`config.mk`:
```
export PLATFORM = sky130hd
export DESIGN_NAME = tx_send_scheduler
export DESIGN_NICKNAME = d
export VERILOG_FILES = /design/src/rtl/tx_sched_pkg.sv /design/src/rtl/tx_rate_table.sv /design/src/rtl/tx_send_scheduler.sv
export SDC_FILE = /design/constraint.sdc
export NUM_CORES = 1
export LEC_CHECK = 0
export CELL_PAD_IN_SITES_DETAIL_PLACEMENT = 1
export CELL_PAD_IN_SITES_GLOBAL_PLACEMENT = 2
export CORE_UTILIZATION = 30
export CTS_CLUSTER_SIZE = 30
export DETAILED_ROUTE_END_ITERATION = 10
export PLACE_DENSITY = 0.78
export SYNTH_ARGS = -nofsm -noshare
export SYNTH_HDL_FRONTEND = slang
export SYNTH_SLANG_ARGS = --single-unit
```
`constraint.sdc`:
```
create_clock -name clk -period 2.2 [get_ports clk]
set_input_delay 0.66 -clock clk [delete_from_list [all_inputs] [get_ports clk]]
set_output_delay 0.66 -clock clk [all_outputs]
set_load 0.1 [all_outputs]
```
`src/rtl/tx_sched_pkg.sv`:
```
// Shared constants, state encoding and limit tables for the TX send scheduler.
package tx_sched_pkg;

  localparam int unsigned CntW              = 27;
  localparam int unsigned GapW              = 17;
  localparam int unsigned CopyW             = 3;
  localparam int unsigned AckW              = 8;
  localparam int unsigned WrapAddrDefault   = 57600;
  localparam int unsigned AckTimeoutDefault = 15;

  typedef enum logic [2:0] {
    StIdle,
    StGap,
    StIssue,
    StWaitAck,
    StWaitDone
  } state_e;

  // Terminal count of the period counter: 125 MHz / rate - 1.
  function automatic logic [CntW-1:0] rate_limit(input logic [3:0] sel);
    logic [CntW-1:0] lim;
    case (sel)
      4'd0:    lim = 27'd124999999;
      4'd1:    lim = 27'd62499999;
      4'd2:    lim = 27'd12499999;
      4'd3:    lim = 27'd6249999;
      4'd4:    lim = 27'd2499999;
      4'd5:    lim = 27'd1249999;
      4'd6:    lim = 27'd624999;
      4'd7:    lim = 27'd249999;
      4'd8:    lim = 27'd124999;
      4'd9:    lim = 27'd62499;
      4'd10:   lim = 27'd24999;
      4'd11:   lim = 27'd12499;
      4'd12:   lim = 27'd6249;
      4'd13:   lim = 27'd2499;
      4'd14:   lim = 27'd1249;
      default: lim = 27'd30;
    endcase
    return lim;
  endfunction

  function automatic logic [GapW-1:0] gap_limit(input logic [1:0] sel);
    logic [GapW-1:0] lim;
    case (sel)
      2'd0:    lim = 17'd30;
      2'd1:    lim = 17'd1249;
      2'd2:    lim = 17'd12499;
      default: lim = 17'd124999;
    endcase
    return lim;
  endfunction

endpackage

```
`src/rtl/tx_rate_table.sv`:
```
// Registered lookup of the period and inter-copy gap limits.
module tx_rate_table
  import tx_sched_pkg::*;
(
  input  logic            clk,
  input  logic [3:0]      rate_sel,
  input  logic [1:0]      gap_sel,
  output logic [CntW-1:0] max_count,
  output logic [GapW-1:0] max_gap
);

  // Pure pipeline register; it reloads every cycle, including during reset.
  always_ff @(posedge clk) begin
    max_count <= rate_limit(rate_sel);
    max_gap   <= gap_limit(gap_sel);
  end

endmodule

```
`src/rtl/tx_send_scheduler.sv`:
```
// Periodic burst scheduler: issues N start pulses per period to a frame generator,
// spacing copies by a selectable gap and flagging overruns and missing acknowledges.
module tx_send_scheduler
  import tx_sched_pkg::*;
#(
  parameter int unsigned ADDR_W      = 20,
  parameter int unsigned WRAP_ADDR   = WrapAddrDefault,
  parameter int unsigned ACK_TIMEOUT = AckTimeoutDefault
) (
  input  logic              clk,
  input  logic              rstb,
  input  logic              enable,
  input  logic [3:0]        rate_sel,
  input  logic [1:0]        gap_sel,
  input  logic [2:0]        redundancy,
  input  logic              busy,
  input  logic [ADDR_W-1:0] lastaddr,
  output logic              start_sending,
  output logic [ADDR_W-1:0] startaddr,
  output logic [7:0]        txid,
  output logic              in_sending,
  output logic              burst_done,
  output logic              overrun,
  output logic              ack_err
);

  localparam logic [ADDR_W-1:0] WrapAt  = ADDR_W'(WRAP_ADDR);
  localparam logic [AckW-1:0]   AckLast = AckW'(ACK_TIMEOUT - 1);

  logic [CntW-1:0]  max_count;
  logic [CntW-1:0]  period_cnt;
  logic [GapW-1:0]  max_gap;
  logic [GapW-1:0]  gap_cnt;
  logic             expire;
  logic [CopyW-1:0] copy_cnt;
  logic [CopyW-1:0] copy_total;
  logic [AckW-1:0]  ack_cnt;
  logic             copy_end;
  state_e           state;

  tx_rate_table u_rate_table (
    .clk       (clk),
    .rate_sel  (rate_sel),
    .gap_sel   (gap_sel),
    .max_count (max_count),
    .max_gap   (max_gap)
  );

  // >= so a shrinking rate selection wraps at once instead of rolling the full counter.
  always_ff @(posedge clk) begin
    if (!rstb) begin
      period_cnt <= '0;
      expire     <= 1'b0;
    end else if (period_cnt >= max_count) begin
      period_cnt <= '0;
      expire     <= 1'b1;
    end else begin
      period_cnt <= period_cnt + CntW'(1);
      expire     <= 1'b0;
    end
  end

  // A copy is finished either by busy falling or by the acknowledge timeout.
  assign copy_end = ((state == StWaitDone) && !busy) ||
                    ((state == StWaitAck) && !busy && (ack_cnt == AckLast));

  always_ff @(posedge clk) begin
    if (!rstb) begin
      state         <= StIdle;
      gap_cnt       <= '0;
      copy_cnt      <= '0;
      copy_total    <= '0;
      ack_cnt       <= '0;
      start_sending <= 1'b0;
      startaddr     <= '0;
      txid          <= '0;
      in_sending    <= 1'b0;
      burst_done    <= 1'b0;
      overrun       <= 1'b0;
      ack_err       <= 1'b0;
    end else begin
      start_sending <= 1'b0;
      burst_done    <= 1'b0;
      overrun       <= 1'b0;
      ack_err       <= 1'b0;

      if (expire && (state != StIdle)) overrun <= 1'b1;

      case (state)
        StIdle: begin
          if (expire && enable && !busy) begin
            copy_total <= (redundancy == 3'd0) ? 3'd1 : redundancy;
            startaddr  <= (lastaddr >= WrapAt) ? '0 : lastaddr;
            copy_cnt   <= '0;
            gap_cnt    <= '0;
            in_sending <= 1'b1;
            state      <= StGap;
          end
        end
        StGap: begin
          if (gap_cnt < max_gap) gap_cnt <= gap_cnt + GapW'(1);
          if ((gap_cnt >= max_gap) && !busy) state <= StIssue;
        end
        StIssue: begin
          start_sending <= 1'b1;
          copy_cnt      <= copy_cnt + CopyW'(1);
          txid          <= 8'(copy_cnt) + 8'd1;
          ack_cnt       <= '0;
          state         <= StWaitAck;
        end
        StWaitAck: begin
          ack_cnt <= ack_cnt + AckW'(1);
          if (busy) begin
            state <= StWaitDone;
          end else if (ack_cnt == AckLast) begin
            ack_err <= 1'b1;
          end
        end
        StWaitDone: ;
        default: state <= StIdle;
      endcase

      if (copy_end) begin
        if (copy_cnt == copy_total) begin
          state      <= StIdle;
          in_sending <= 1'b0;
          burst_done <= 1'b1;
        end else begin
          gap_cnt <= '0;
          state   <= StGap;
        end
      end
    end
  end

endmodule

```
## After elaboration in Yosys (flattened, before gate mapping)

Memory sizes are Yosys's and may differ from the RTL's. A register that Yosys moved wholly into a read port is not among the register bits.
Cells that the tools add are included.

| storage, ports and cells | value |
|---|---|
| register bits after elaboration | 112 |
| bits in read-only memories | 432 |
| bits of input ports | 33 |
| output and inout bits | 33 |
| word-level logic and storage cells | 87 |
| memories kept | 1 |

| operators by class | value |
|---|---|
| add/sub/neg operators | 5 |
| $lt $le $gt $ge | 4 |
| equality and inequality tests | 13 |
| mux-type cells | 26 |
| bitwise operators | 2 |
| reduce and logical (&&, ||, !) cells | 21 |

Memory list:

| name | words | width | read ports | clocked after memory_dff | write ports | line | source |
|---|---|---|---|---|---|---|---|
| (name not given) | 16 | 27 | 1 | 1 | 0 | tx_sched_pkg.sv:22 | `case (sel)` |

Operators with widths:

| operator | number |
|---|---|
| two-way mux 17 bit | 4 |
| one-hot mux 17 bit (3 select lines) | 1 |
| one-hot mux 17 bit (2 select lines) | 1 |
| adder 27 x 1 -> 27 bit (second input constant) | 1 |
| >= comparator 27 bit | 1 |
| >= comparator 20 x 16 -> 1 bit (second input constant) | 1 |
| two-way mux 20 bit | 1 |
| two-way mux 3 bit | 6 |
| adder 17 x 1 -> 17 bit (second input constant) | 1 |
| >= comparator 17 bit | 1 |
| less-than comparator 17 bit | 1 |
| one-hot mux 8 bit (2 select lines) | 1 |
| one-hot mux 3 bit (5 select lines) | 1 |
| two-way mux 1 bit | 10 |
| != test 3 bit (second input constant) | 3 |
| adder 8 x 1 -> 8 bit (second input constant) | 1 |
| equality test 8 x 4 -> 1 bit (second input constant) | 1 |
| logical AND 1 bit | 7 |
| equality test 3 x 2 -> 1 bit (second input constant) | 2 |
| logical NOT 3 bit | 2 |
| one-hot mux 3 bit (2 select lines) | 1 |
| AND reduction 2 bit | 3 |
| adder 3 x 1 -> 4 bit (second input constant) | 1 |
| != test 2 bit (second input constant) | 2 |
| 15 further kinds | 17 |

## Depth between registers and ports, before layout

Gate-level depths: netlist (run 1).

| depth | value |
|---|---|
| word-level depth | 6 |
| depth in mapped cells | 9 |
| depth with buffers taken out | 8 |

## Modules after synthesis

A second synthesis (run 1) with hierarchy kept.

| unflattened totals | value |
|---|---|
| cells, all modules | 758 |
| area, all modules | 6622.6 um2 |

Modules (own cells, without submodules):

| module | times used | cells each | area each (um2) | seq. area each (um2) |
|---|---|---|---|---|
| tx_send_scheduler | 1 | 624 | 5195.0 | 1821.7 |
| tx_rate_table | 1 | 134 | 1427.6 | 720.7 |

## Least setup slack after synthesis (run 1)

Ideal clock, no wire load.

| path | value |
|---|---|
| path type | register to register |
| from | register u_rate_table.max_count[14] |
| to | register period_cnt[10] |
| setup time | 0.132 ns |
| arrival | 2.034 ns |
| required time | 2.068 ns |
| path slack | 0.034 ns |
| cell stages (with the launch flop) | 10 |
| buffers on the path | 1 |
| period minus slack after synthesis | 2.166 ns |
| cells stage by stage | dfxtp_1 > inv_1 > ha_1 > nand2_1 > o21a_1 > a21o_1 > a211o_1 > o21ai_1 > clkbuf_1 > nor3_1 |

| on the way | value |
|---|---|
| word-level cells in the longest chain between the ends | 2 |

RTL lines:

| element | line | source |
|---|---|---|
| start: declaration | tx_rate_table.sv:8 | `output logic [CntW-1:0] max_count,` |
| >= comparator 27 bit | tx_send_scheduler.sv:54 | `end else if (period_cnt >= max_count) begin` |
| OR reduction 2 bit (no line) | n/a |  |
| end signal: assignment | tx_send_scheduler.sv:58 | `period_cnt <= period_cnt + CntW'(1);` |
| end: declaration | tx_send_scheduler.sv:31 | `logic [CntW-1:0] period_cnt;` |

No other way between the ends.
A chain may end at the register's enable or synchronous reset.

## Worst setup path after layout (run 1)

| path | value |
|---|---|
| from | register u_rate_table.max_gap[15] |
| to | register state[1] |

| on the way | value |
|---|---|
| word-level cells in the longest chain between the ends | 4 |

RTL lines:

| element | line | source |
|---|---|---|
| start: declaration | tx_rate_table.sv:9 | `output logic [GapW-1:0] max_gap` |
| start signal: assignment | tx_rate_table.sv:15 | `max_gap <= gap_limit(gap_sel);` |
| >= comparator 17 bit | tx_send_scheduler.sv:102 | `if ((gap_cnt >= max_gap) && !busy) state <= StIssue;` |
| logical AND 1 bit | tx_send_scheduler.sv:102 |  |
| != test 3 bit (no line) | n/a |  |
| AND reduction 4 bit (no line) | n/a |  |
| end signal: assignment | tx_send_scheduler.sv:102 |  |
| end signal: assignment | tx_send_scheduler.sv:109 | `state <= StWaitAck;` |
| end signal: assignment | tx_send_scheduler.sv:114 | `state <= StWaitDone;` |
| end: declaration | tx_send_scheduler.sv:39 | `state_e state;` |

No other way between the ends.

==> results.md, run 1 <==
* Post-Synth XOR/XNOR Area at approximately 4%
* Post-synthesis simple-gate area fraction at 22.6%
* Die span in x at 148 um
* Routed len/inst at 15.3 um
* Fin. Hold Viols at 0
* Share of Yosys cell area claimed by the top area cell type at 39.6%
* Synth area leaders: dfxtp_1 (40%), ha_1 (12%), inv_1 (3.3%)
* Reg clk slew, reported paths at 0.06 ns
* Post-synthesis mux area share at 1.38%
* Final wirelength at 17900 um
* Ys flop type: dfxtp_1
* Util after Layout at about two fifths
* Leak at 0.00369 uW
* Mean post-synth cell area at 8.68 um^2
* CTS root buffer: clkbuf_16
* Antenna Nets Post-Route at 0
* Period utilization at 103%
* Core area at 21000 um^2
* Max Slew Vio Count at 0
* Initial DRC count at 187
* Critical path class: reg2reg
* Yosys cell types at between 60 and 70
* FP Rows at 53
* H-tree levels at 4
* Final Skew at 0.00852 ns
* Final setup violation count at 5
* Type of origin of the critical path: flip-flop
* Starting Density at between 30% and 40%
* Fillers at 2417
* Slowest-stage cell, CP: nor4_4
* Largest family of logic cells by synthesized area: simple AND/OR/NAND/NOR gates
* Setup TNS Final at -0.217 ns
* Post-route insts no fill at about 1200
* #FFs+latches synth at about 130
* Adder-Cell Fraction of Synth Area at 11.5%
* Vias in the first global route at 5967
* Unrepaired setup endpoints after global routing: yes
* Routed vias/inst at 4.92
* Post-route cell area at 8810 um^2
* Final nets at 974
* Worst skew pair latency at 0.42 ns
* CP required at 2.50 ns
* CP dominant cell by count: nand4_1
* Inst Count DP at between 1000 and 1500
* Final WS setup at -0.0608 ns
* Share of the yosys chip area belonging to registers at 39.6%
* CP Max Fanout at 6
* Worst hold path type: reg2reg
* Synth Instances at around 740
* Crit path time final at about 2.3 ns
* Compound-Gate Fraction of Synth Area at 15.1%
* Layout cells sized above 1 at about a quarter
* Max Cap Viol at 0
* TritonCTS Buffers at 17
* Peak supply drop at 0.529 mV
* Gp weighted congestion at 0.769
* Placed inst area at 7890 um^2
* Yosys warnings at 0
* Via count at 5758
* Power density over the cells at 659 nW/um^2
* DPL Wire Length at roughly 13000 um
* Layout area overhead at 37.3%
* # IOs at 66
* Die H at 148 um
* Post-cts hold buffer count at 0
* Gr usage total at about 17%
* Pin count of the biggest net entering global routing at 35
* Die area at 22000 um^2
* # DRC at 0
* Worst-margin pin slew at 0.505 ns
* Number of synthesized flops with an enable pin at 0
* Deepest clock path buffer count at 2
* Ant diodes at 0
* Fmax at 442 MHz
* Syn Std Cell Area at 6410 um^2
* Pwr Total at 5810 uW
* Failing checks: setup timing
* Post-synth top area cell: dfxtp_1
* Cell family with most CP delay: simple AND/OR/NAND/NOR gates
* CTS sink cnt at 127
* Global-route wire length before repair at 29500 um
* CTS tree: done
* Crit. End Element: flip-flop
* Crit-path cells: clkinv_4 -> ha_4 -> nand4_1 -> nor4_4 -> a221oi_4 -> buf_4 -> nand4_1 -> a21oi_1 -> a2111oi_2
* PortBufs at 61
* Worst path arrival time at 2.56 ns
* CP Buf/Inv Count at 2
* Post-synthesis async set-or-reset flop share at 0%
* Status: complete, but fails checks
* Antenna violations before repair at 0
* Rel. slew slack at approximately two thirds
* Grt ovf at 0
* Critical path's largest stage delay at about 0.4 ns
* 1st-pass router iterations at 4
[Yosys cell counts, drive strengths merged, types with 7 or more instances]
cell type,instances
nor3,41
clkbuf,22
dfxtp,127
nand2,53
or2,7
a21oi,38
nand3,40
ha,59
xor2,19
and3,17
a22oi,20
nand4,20
o211ai,9
a21o,12
nor2b,9
buf,12
inv,56
a31oi,17
o21ai,20
xnor2,11
nor2,55
[where the power goes]
group | internal [uW] | switching, uW | total (uW)
combinational | 237 | 278 | 515
clock | 1810 | 1100 | 2910
sequential | 2360 | 26.5 | 2390
total | 4400 | 1400 | 5810
[layout make-up]
class | instances | area [um^2] | share of cell area (%)
clock buffer | 18 | 439 | 4.99
clock inverter | 14 | 168 | 1.90
inverter | 57 | 221 | 2.51
multi-input combinational | 524 | 3770 | 42.8
sequential | 127 | 2550 | 29.0
tap | 275 | 344 | 3.91
timing repair buffer | 155 | 1310 | 14.9
[state kept, by name (all words and copies together), names as in the netlist]
register	flops
u_rate_table.max_count	26
startaddr	20
period_cnt	27
in_sending	1
expire	1
ack_err	1
state	3
start_sending	1
gap_cnt	17
burst_done	1
txid	4
u_rate_table.max_gap	10
ack_cnt	8
overrun	1
copy_total	3
copy_cnt	3
[cells in the final DEF (no fill, tap or decap), types with 6 or more instances in the layout]
cell               n
a21oi_1           34
nor2_1            54
buf_4            117
clkbuf_16         17
o21ai_0           16
a22oi_1           19
dfxtp_1          119
and3_1            15
nand4_1           20
a21o_1            12
inv_1             52
nand2_1           52
xor2_1            19
nor3_1            40
ha_4              10
o211ai_1           9
or2_2              7
clkdlybuf4s50_1   32
nand3_1           38
nor2b_1            9
a31oi_1           16
or3_1              6
ha_1              49
dfxtp_2            8
xnor2_1           11
[per-stage QoR]
step | hold WS, ns | setup WS, ns
after CTS | 0.471 | -0.0548
after detailed placement | 0.458 | -0.393
final | 0.465 | -0.0608
after floorplan | 0.439 | 0.0336
after global routing | 0.501 | -0.197
after global placement | 0.442 | -0.351
[logic make-up (layout without fill, tap and decap cells)]
logic type                 count (synthesis)  after routing
and+or+nand+nor                          282            282
adders and majority gates                 59             59
other                                      1              4
DFF                                      127            127
xor gates and xnor gates                  30             30
muxes                                      6              6
AOI/OAI and AO/OA                        143            143
buffers and inverters                     91            244
[tightest hold or removal path, stage by stage, from the launching register on]
cell	delay, ns
dfxtp_1	0.31
nand2_1	0.05
a21oi_1	0.05
[final timing paths]
path	slack, ns	cells past startpoint	to	from
setup / recovery	-0.06	9	state[1]	u_rate_table.max_gap[15]
hold / removal	0.46	2	txid[3]	txid[3]
setup reg to reg	-0.06	9	state[1]	u_rate_table.max_gap[15]
hold reg to reg	0.46	2	txid[3]	txid[3]
[timing repair]
action | 4_1_cts | 5_1_grt
resized for setup | 18 | 35
endpoints found under the setup margin | 13 | 42
buffers inserted | 2 | 3
pin swaps | 17 | 17
[layer usage]
layer | global-route usage (%) | up-vias | part of all wire, %
met3 | 3.13 | 22 | 1.6
li1 | - | 2919 | -
met5 | 0 | - | 0
met2 | 29.8 | 56 | 50
met4 | 6.03 | 0 | 1.8
met1 | 20.3 | 2761 | 46
No activity file was read; power rests on OpenSTA's default activity.
==> run 2, diff against run 1 <==
- CAP_MARGIN: unset -> 20
- CTS_CLUSTER_DIAMETER: unset -> 50
- SLEW_MARGIN: unset -> 20
==> results of run 2 <==
Final layout, timing and power as in run 1 (identical DEF).
